$ cat config.mk
export PLATFORM = sky130hd
export DESIGN_NAME = uart_rx_flat
export DESIGN_NICKNAME = d
export VERILOG_FILES = /design/src/rtl/uart_pkg.sv /design/src/rtl/uart_rx_if.sv /design/src/rtl/uart_rx_fifo.sv /design/src/rtl/uart_rx.sv /design/src/flat_wrapper.sv
export SDC_FILE = /design/constraint.sdc
export NUM_CORES = 1
export LEC_CHECK = 0
export ABC_AREA = 0
export CORE_ASPECT_RATIO = 1.1
export CORE_UTILIZATION = 64
export DETAILED_ROUTE_END_ITERATION = 8
export PLACE_DENSITY_LB_ADDON = 0.25
export SETUP_SLACK_MARGIN = 0.15
export SYNTH_ARGS = -nofsm -noshare
export SYNTH_HDL_FRONTEND = slang
export SYNTH_SLANG_ARGS = --single-unit
$ cat constraint.sdc
create_clock -name clk -period 5.08 [get_ports clk]
set_input_delay 0.762 -clock clk [delete_from_list [all_inputs] [get_ports clk]]
set_output_delay 0.762 -clock clk [all_outputs]
set_load 0.005 [all_outputs]
$ cat src/rtl/uart_pkg.sv
// Shared UART definitions used by both the receive and transmit paths.
//   DATA_BITS         : character width (8N1 framing)
//   CLKS_PER_BIT_DEF  : default bit period in clocks (100 MHz / 115200)
//   rx_state_t        : receiver FSM state encoding
package uart_pkg;

   localparam int DATA_BITS        = 8;
   localparam int CLKS_PER_BIT_DEF = 868;

   typedef enum logic [2:0] {
      IDLE,
      START,
      DATA,
      STOP,
      WAIT_HIGH
   } rx_state_t;

endpackage

$ cat src/rtl/uart_rx_if.sv
// Byte stream handshake between the UART receiver and its consumer.
//   rx_data  : head byte, meaningful only while rx_valid=1
//   rx_valid : a byte is available
//   rx_ready : consumer takes the byte when rx_valid & rx_ready
// master = byte source (receiver), slave = consumer.
interface uart_rx_if;
   import uart_pkg::*;

   logic [DATA_BITS-1:0] rx_data;
   logic                 rx_valid;
   logic                 rx_ready;

   modport master (output rx_data, output rx_valid, input rx_ready);
   modport slave  (input rx_data, input rx_valid, output rx_ready);

endinterface

$ cat src/rtl/uart_rx_fifo.sv
// First-word-fall-through FIFO for received bytes.
//   clk, rst : clock, asynchronous active-high reset (empties the FIFO)
//   push/din : write request and data; ignored when full unless pop is also set
//   pop/dout : read request; dout always shows the head entry
//   empty    : no entries
//   full     : DEPTH entries
module uart_rx_fifo #(
   parameter int WIDTH = 8,
   parameter int DEPTH = 4
) (
   input  logic             clk,
   input  logic             rst,
   input  logic             push,
   input  logic [WIDTH-1:0] din,
   input  logic             pop,
   output logic [WIDTH-1:0] dout,
   output logic             empty,
   output logic             full
);

   localparam int AW = $clog2(DEPTH);

   logic [WIDTH-1:0] mem [DEPTH];
   // Pointers carry one extra MSB so that equal indices can be told apart
   // as either empty (MSBs equal) or full (MSBs differ).
   logic [AW:0]      wr_ptr;
   logic [AW:0]      rd_ptr;
   logic             wr_en;
   logic             rd_en;

   assign empty = (wr_ptr == rd_ptr);
   assign full  = (wr_ptr[AW] != rd_ptr[AW]) && (wr_ptr[AW-1:0] == rd_ptr[AW-1:0]);
   assign dout  = mem[rd_ptr[AW-1:0]];

   // A pop in the same cycle frees the slot, so push-while-full still lands.
   assign wr_en = push && (!full || pop);
   assign rd_en = pop && !empty;

   always_ff @(posedge clk or posedge rst) begin
      if (rst) begin
         wr_ptr <= '0;
         rd_ptr <= '0;
         for (int i = 0; i < DEPTH; i++) mem[i] <= '0;
      end else begin
         if (wr_en) begin
            mem[wr_ptr[AW-1:0]] <= din;
            wr_ptr              <= wr_ptr + (AW+1)'(1);
         end
         if (rd_en) rd_ptr <= rd_ptr + (AW+1)'(1);
      end
   end

endmodule

$ cat src/rtl/uart_rx.sv
// 8N1 UART receiver with a small receive FIFO.
//   clk, rst   : clock, asynchronous active-high reset
//   uart_s_in  : asynchronous serial input, idle high
//   rx         : byte stream out (rx_data / rx_valid / rx_ready)
//   frame_err  : sticky, stop bit sampled low
//   overrun    : sticky, byte dropped because the FIFO was full
//   err_clr    : pulse clearing both sticky flags (a same-cycle set wins)
//   busy       : receiver is inside a frame (FSM not IDLE)
module uart_rx
   import uart_pkg::*;
#(
   parameter int CLKS_PER_BIT = CLKS_PER_BIT_DEF,
   parameter int FIFO_DEPTH   = 4
) (
   input  logic     clk,
   input  logic     rst,
   input  logic     uart_s_in,
   uart_rx_if.master rx,
   output logic     frame_err,
   output logic     overrun,
   input  logic     err_clr,
   output logic     busy
);

   localparam int CW = $clog2(CLKS_PER_BIT);
   localparam logic [CW-1:0] CNT_HALF = CW'(CLKS_PER_BIT/2 - 1);
   localparam logic [CW-1:0] CNT_FULL = CW'(CLKS_PER_BIT - 1);
   localparam logic [2:0]    LAST_BIT = 3'(DATA_BITS - 1);

   logic                 sync1;
   logic                 rx_s;
   rx_state_t            state_q, state_d;
   logic [CW-1:0]        cnt_q, cnt_d;
   logic [2:0]           bit_q, bit_d;
   logic [DATA_BITS-1:0] sh_q, sh_d;
   logic                 push;
   logic                 frame_set;
   logic                 pop;
   logic                 fifo_empty;
   logic                 fifo_full;
   logic                 ovr_set;

   // Two-flop synchronizer; flops reset to the idle line level so a reset
   // never looks like a start bit.
   always_ff @(posedge clk or posedge rst) begin
      if (rst) begin
         sync1 <= 1'b1;
         rx_s  <= 1'b1;
      end else begin
         sync1 <= uart_s_in;
         rx_s  <= sync1;
      end
   end

   always_ff @(posedge clk or posedge rst) begin
      if (rst) begin
         state_q <= IDLE;
         cnt_q   <= '0;
         bit_q   <= '0;
         sh_q    <= '0;
      end else begin
         state_q <= state_d;
         cnt_q   <= cnt_d;
         bit_q   <= bit_d;
         sh_q    <= sh_d;
      end
   end

   always_comb begin
      state_d   = state_q;
      cnt_d     = cnt_q;
      bit_d     = bit_q;
      sh_d      = sh_q;
      push      = 1'b0;
      frame_set = 1'b0;
      case (state_q)
         IDLE: begin
            if (!rx_s) begin
               state_d = START;
               cnt_d   = '0;
            end
         end
         START: begin
            // Mid start bit: a high line here means the edge was a glitch.
            if (cnt_q == CNT_HALF) begin
               cnt_d   = '0;
               bit_d   = '0;
               state_d = rx_s ? IDLE : DATA;
            end else begin
               cnt_d = cnt_q + CW'(1);
            end
         end
         DATA: begin
            if (cnt_q == CNT_FULL) begin
               cnt_d = '0;
               sh_d  = {rx_s, sh_q[DATA_BITS-1:1]};
               if (bit_q == LAST_BIT) state_d = STOP;
               else                   bit_d   = bit_q + 3'd1;
            end else begin
               cnt_d = cnt_q + CW'(1);
            end
         end
         STOP: begin
            if (cnt_q == CNT_FULL) begin
               cnt_d = '0;
               if (rx_s) begin
                  push    = 1'b1;
                  state_d = IDLE;
               end else begin
                  frame_set = 1'b1;
                  state_d   = WAIT_HIGH;
               end
            end else begin
               cnt_d = cnt_q + CW'(1);
            end
         end
         WAIT_HIGH: begin
            // Hold off until the line recovers so a break is one error, not many.
            if (rx_s) state_d = IDLE;
         end
         default: state_d = IDLE;
      endcase
   end

   assign busy = (state_q != IDLE);

   assign pop     = rx.rx_valid && rx.rx_ready;
   assign ovr_set = push && fifo_full && !pop;

   uart_rx_fifo #(
      .WIDTH (DATA_BITS),
      .DEPTH (FIFO_DEPTH)
   ) u_fifo (
      .clk   (clk),
      .rst   (rst),
      .push  (push),
      .din   (sh_q),
      .pop   (pop),
      .dout  (rx.rx_data),
      .empty (fifo_empty),
      .full  (fifo_full)
   );

   assign rx.rx_valid = !fifo_empty;

   // Sticky flags: set has priority over clear.
   always_ff @(posedge clk or posedge rst) begin
      if (rst) begin
         frame_err <= 1'b0;
         overrun   <= 1'b0;
      end else begin
         if (frame_set)    frame_err <= 1'b1;
         else if (err_clr) frame_err <= 1'b0;
         if (ovr_set)      overrun   <= 1'b1;
         else if (err_clr) overrun   <= 1'b0;
      end
   end

endmodule

$ cat src/flat_wrapper.sv
// flat-port wrapper written by rule: the top's interface ports become plain ports
module uart_rx_flat import uart_pkg::*;
#(
   parameter int CLKS_PER_BIT = CLKS_PER_BIT_DEF,
   parameter int FIFO_DEPTH   = 4
)
  (clk, rst, uart_s_in, frame_err, overrun, err_clr, busy, rx_rx_data, rx_rx_valid, rx_rx_ready);
  uart_rx_if rx_i ();
  input  logic clk;
  input  logic rst;
  input  logic uart_s_in;
  output logic frame_err;
  output logic overrun;
  input  logic err_clr;
  output logic busy;
  output wire logic [$bits(rx_i.rx_data)-1:0] rx_rx_data;
  output wire logic [$bits(rx_i.rx_valid)-1:0] rx_rx_valid;
  input wire logic [$bits(rx_i.rx_ready)-1:0] rx_rx_ready;
  assign rx_rx_data = rx_i.rx_data;
  assign rx_rx_valid = rx_i.rx_valid;
  assign rx_i.rx_ready = rx_rx_ready;
  uart_rx #(.CLKS_PER_BIT(CLKS_PER_BIT), .FIFO_DEPTH(FIFO_DEPTH)) u_core (.clk(clk), .rst(rst), .uart_s_in(uart_s_in), .rx(rx_i), .frame_err(frame_err), .overrun(overrun), .err_clr(err_clr), .busy(busy));
endmodule
==> impl_metrics.toml, run 1 <==
[synth]
synth_edf_count = 0
synth.distinct_cells = 55
synthFlopType = "dfrtp_1"
async_flop_share_pct = 100
syn_area_per_cell_um2 = 13.3
synth_top_cell_area_share_pct = 48.9
netlist_area_um2 = 3280
ys_seq_area_share_pct = 50.5
syn_nets = 260
ys_top_cells_by_area = "dfrtp_1 (49%), mux2_1 (13%), mux4_2 (5.5%), ha_1 (3.4%), nand4_4 (2.6%)"
yosys_warnings = 0
yosys.area.top_type = "dfrtp_1"
syn_inst = 246
synth-seq-cells = 66

[power]
clkPwrFrac_pct = 45.1
max-vdd-ir-drop_mv = 0.213
p_sw_w = 0.000204
powerDensity_nw_per_um2 = 272
p_leak_nw = 1.68
power_frac_comb_pct = 1.5
seq_power_share_pct = 53.4
netSwitchingFraction_pct = 20.6
p_int_w = 0.000784

[sta]
fin_skew_ns = 0.00766
fmax_ghz = 0.347
setup_tns_ns = 0
rsz0062_at_grt = "no"
worst_slew_pin_slew_ns = 0.809
slew_headroom_pct = 46.1
drv_slew = 0
fin_crit_sh_pct = 56.7
hold_violations = 0
holdWs_ns = 0.358
min_period_ns = 2.88
setup_viol = 0

[clock_tree]
post_cts_buffers = 0
cts_resized = 0
cts_hold_buffers = 0
numCtsBuffers = 9
clkTransAtPathRegs_ns = 0.07
cts-root-buf = "clkbuf_8"
clkSinkCount = 66
clockBufferDepth = 2
cts_tree = "done"
cts_max_level = 3
insertion_delay_ns = 0.34

[layout]
mostFrequentLayoutCells = "dfrtp_1 (64), mux2_1 (39), clkdlybuf4s50_1 (16), nand2_1 (12), clkbuf_8 (11)"
n_fill_cell = 316
area_delta_synth_final_pct = 11.0
num-nets-final = 276
layout_commonest_cell = "dfrtp_1"
num_antenna_cells = 0
layout-drive-gt1-share_pct = 14.2

[route]
finalWirelength_um = 5900
vias = 2015
ant_nets = 0
avgViaCountPerCell = 6.24
drc_errors = 0
first_pass_iters = 5
drt_iter0_markers = 130
avgRoutedWirePerCell_um = 18.3

[global_route]
grt_first_pass_wirelength_um = 10500
grt_usage_pct = 25.6
antenna_found_initial = 0
grt_max_degree = 67
grt.overflow.total = 0
grt_pass1_vias = 2113

[worst_setup_path]
worst_setup_path_start_kind = "flop"
critical_path.top_delay_family = "flip-flops"
cp_cell_sequence = "mux4_2, clkdlybuf4s50_1"
cpPeakStageDelay_ns = 0.74
end_kind = "primary output"
path_buf_inv = 1
critPathMaxFanout = 11
critPathSlowestCell = "dfrtp_1"
cp.arrival_ns = 2.12
worstPathRequired_ns = 4.32
worstSetupPathType = "flop to primary output"

[floorplan]
die_h_um = 77.1
core_area_um2 = 4780
die_x_um = 70.2
start_util_pct = 68.5
io-pin-count = 17
rows = 26
fp.dieArea_um2 = 5410

[run]
drv_cap = 0

[place]
routabilityCongestion = 0.728
post-dp-hpwl_um = 3860
portBuffers = 16

[outcome]
status = "finished, final reports clean"

[hold_path]
holdCritPathClass = "flop to flop"
[sequential cells by signal, indices dropped and copies added (netlist names)]
signal,flops
u_core.bit_q,3
u_core.cnt_q,10
u_core.frame_err,1
u_core.overrun,1
u_core.rx_s,1
u_core.sh_q,8
u_core.state_q,3
u_core.sync1,1
u_core.u_fifo.mem,32
u_core.u_fifo.rd_ptr,3
u_core.u_fifo.wr_ptr,3
[path summary, 6_finish.rpt]
check	from	end	slack (ns)	cells after the start
max	u_core.u_fifo.rd_ptr[0]	rx_rx_data[7]	2.20	2
min in group asynchronous	rst	u_core.u_fifo.mem[28]	0.98	3
min reg2reg	u_core.sync1	u_core.rx_s	0.36	0
min	u_core.sync1	u_core.rx_s	0.36	0
max reg2reg	u_core.cnt_q[0]	u_core.u_fifo.mem[13]	2.85	5
max in group asynchronous	rst	u_core.frame_err	3.58	3
[worst register-to-register path: stages (launching register included)]
cell     delay [ns]
dfrtp_1        0.43
ha_1           0.23
and4_1         0.30
and3_1         0.48
nand4_4        0.28
mux2_1         0.39
[synthesized netlist by cell type, drive strengths merged, types with 3 or more instances]
| master | count |
|---|---|
| nor3b | 3 |
| nor3 | 3 |
| inv | 10 |
| nor2 | 7 |
| nand4 | 10 |
| mux2 | 43 |
| and4 | 3 |
| o31ai | 4 |
| dfrtp | 64 |
| or3 | 3 |
| buf | 9 |
| nand3 | 10 |
| clkbuf | 3 |
| nand2 | 13 |
| a21oi | 4 |
| xnor2 | 6 |
| ha | 9 |
| mux4 | 8 |
[power groups by stage]
stage | registers [W] | clock network [W] | logic (W)
2_1_floorplan | 0.000537 | 0 | 0.00000861
3_3_place_gp | 0.000538 | 0 | 0.0000156
3_5_place_dp | 0.000538 | 0 | 0.0000159
4_1_cts | 0.000528 | 0.000448 | 0.0000160
5_1_grt | 0.000528 | 0.000474 | 0.0000174
6_report | 0.000528 | 0.000445 | 0.0000149
[per-stage QoR]
| stage | area [um^2] | utilization (%) | power (W) | cells | worst slack (ns) |
|---|---|---|---|---|---|
| 6_report | 3640 | 76.1 | 0.000988 | 323 | 2.20 |
| 5_1_grt | 3640 | 76.1 | 0.00102 | 323 | 2.08 |
| 4_1_cts | 3640 | 76.1 | 0.000992 | 323 | 2.16 |
| 3_5_place_dp | 3440 | 72.0 | 0.000554 | 307 | 2.53 |
| 3_3_place_gp | 3440 | 72.0 | 0.000553 | 307 | 2.55 |
| 2_1_floorplan | 3280 | - | 0.000546 | 246 | 2.67 |
[kinds of logic (layout without fill, tap and decap cells)]
logic type	count (synthesis)	count (layout)	synth area share [%]
compound gates	28	28	6.30
xor+xnor	7	7	1.87
fa+ha+maj	9	9	3.44
buf+inv	22	43	3.40
flops	66	66	50.5
mux	51	51	20.4
simple gates	63	63	14.1
[layout make-up]
cell class / count / area (um^2) / area share [%]
Inverter: 10 / 37.5 / 1.03
Multi-Input combinational cell: 158 / 1510 / 41.5
Timing Repair Buffer: 17 / 168 / 4.61
Clock inverter: 2 / 35.0 / 0.963
Tap cell: 56 / 70.1 / 1.93
Sequential cell: 66 / 1650 / 45.5
Clock buffer: 14 / 163 / 4.47
[metal layers]
metal	routed length, um	share of wire, %	global-route usage [%]
met1	2610	44	33.6
met2	2980	50	40.7
met3	154	2.6	4.47
met4	164	2.8	13.2
met5	0	0	0
(Power assumes the default switching activity.)
==> run 2: changes to the inputs <==
- CORE_UTILIZATION: 64 -> 59
- clock period: 5.08 -> 2.9 ns (I/O delays scaled with it)
==> impl_metrics.toml, run 2 (synthesis gave the netlist of run 1 again) <==
[hold_path]
hold_start = "u_core.sync1"
holdCritPathClass = "flop to flop"

[worst_setup_path]
worst_setup_path_start_kind = "flop"
critPathMaxFanout = 11
timing.rr.start = "u_core.cnt_q[0]"
crit_start = "u_core.u_fifo.rd_ptr[0]"
end_kind = "primary output"
cp.arrival_ns = 2.16
worstPathRequired_ns = 2.47
worstSetupPathType = "flop to primary output"

[global_route]
antenna_found_initial = 0
grt_pass1_vias = 1993
met2_usage_pct = 37.5
gr-usage-met3_pct = 3.39
grt.overflow.total = 0
grt_busiest_layer = "met2"
grt_max_degree = 67
grt_usage_pct = 22.5
gr-usage-met1_pct = 28.1
grt_first_pass_wirelength_um = 9710

[floorplan]
die_h_um = 80.2
rows = 28
fp.dieArea_um2 = 5860
core_area_um2 = 5360
start_util_pct = 61.1
io-pin-count = 17
die_x_um = 73.1

[sta]
fmax_ghz = 0.386
hold_violations = 0
setup_viol = 0
rsz0062_at_grt = "no"
worst_slew_pin_slew_ns = 0.675
drv_slew = 0
fin_skew_ns = 0.00755
setup_tns_ns = 0
fin_crit_sh_pct = 89.4
min_period_ns = 2.59
setup_slack_ns = 0.307
slew_headroom_pct = 55.0

[place]
routabilityCongestion = 0.790
post-dp-hpwl_um = 3820
placed_area_um2 = 3480
portBuffers = 16
place_ws_ns = 0.626

[route]
first_pass_iters = 4
avgRoutedWirePerCell_um = 16.7
drt_iter0_markers = 85
avgViaCountPerCell = 5.87
ant_nets = 0
finalWirelength_um = 5720
vias = 2013
drc_errors = 0

[clock_tree]
cts-root-buf = "clkbuf_8"
numCtsBuffers = 9
cts_resized = 0
cts_hold_buffers = 0
clockBufferDepth = 2
insertion_delay_ns = 0.33
post_cts_buffers = 0
cts_tree = "done"
clkSinkCount = 66
clkTransAtPathRegs_ns = 0.07
cts_max_level = 3

[layout]
mostFrequentLayoutCells = "dfrtp_1 (64), mux2_1 (39), clkdlybuf4s50_1 (16), nand2_1 (12), clkbuf_8 (11)"
top_regs = "u_core.u_fifo.mem: 32 flops, u_core.cnt_q: 10 flops, u_core.sh_q: 8 flops"
n_fill_cell = 417
area_delta_synth_final_pct = 11.7
layout-drive-gt1-share_pct = 14.6
largest_reg_flops = 32
num_antenna_cells = 0
stdcell_area_um2 = 3660
largest-register = "u_core.u_fifo.mem"
layout_commonest_cell = "dfrtp_1"
num-nets-final = 277

[run]
drv_cap = 0

[power]
p_leak_nw = 1.68
max-vdd-ir-drop_mv = 0.233
powerDensity_nw_per_um2 = 446

[outcome]
status = "finished, final reports clean"
-- run 2: cell types whose count changed in the layout (fill, tap and decap cells not counted), sizes merged --
cell and change:
buf +1, bufinv -1, clkinvlp +1
-- run 2: stage by stage --
| step | hold slack [ns] | power (W) | utilization, % | std cells |
|---|---|---|---|---|
| finish | 0.356 | 0.00163 | 68.3 | 343 |
| global route | 0.363 | 0.00169 | 68.3 | 343 |
| CTS | 0.357 | 0.00165 | 68.3 | 343 |
| detailed placement | 0.347 | 0.000972 | 65.0 | 327 |
| global placement | 0.347 | 0.000972 | 65.0 | 327 |
| floorplan | 0.345 | 0.000956 | - | 246 |
-- run 2: power by group --
group / internal, W / switching (W) / leakage, nW / total, W
Sequential: 0.000923 / 0.00000174 / 0.901 / 0.000925
Clock: 0.000357 / 0.000323 / 0.0867 / 0.000680
Combinational: 0.00000868 / 0.0000199 / 0.690 / 0.0000286
-- run 2: final cells by class --
| cell class | count | area (um^2) | area share [%] |
|---|---|---|---|
| clock buffer | 14 | 163 | 4.44 |
| clock inverter | 2 | 12.5 | 0.342 |
| inverter | 10 | 37.5 | 1.03 |
| multi-input combinational | 158 | 1510 | 41.3 |
| sequential | 66 | 1650 | 45.2 |
| tap | 75 | 93.8 | 2.56 |
| timing repair buffer | 18 | 188 | 5.13 |
-- run 2: routing by layer --
metal	up-vias	part of all wire, %
met3	7	2.2
met4	0	1.8
met2	24	51
li1	962	-
met5	-	0
met1	1020	45
-- run 2: worst max-delay path, cell delays in order (launching register included) --
cell and delay [ns]:
dfrtp_1 0.78, mux4_2 0.59, clkdlybuf4s50_1 0.45
-- run 2: final timing paths --
path | to | slack, ns | cells past startpoint
worst min register to register | u_core.rx_s | 0.36 | 0
min in group asynchronous | u_core.bit_q[1] | 0.50 | 3
worst min-delay path | u_core.rx_s | 0.36 | 0
worst max register to register | u_core.u_fifo.mem[27] | 0.71 | 5
worst max-delay path | rx_rx_data[7] | 0.31 | 2
max in group asynchronous | u_core.rx_s | 2.11 | 3
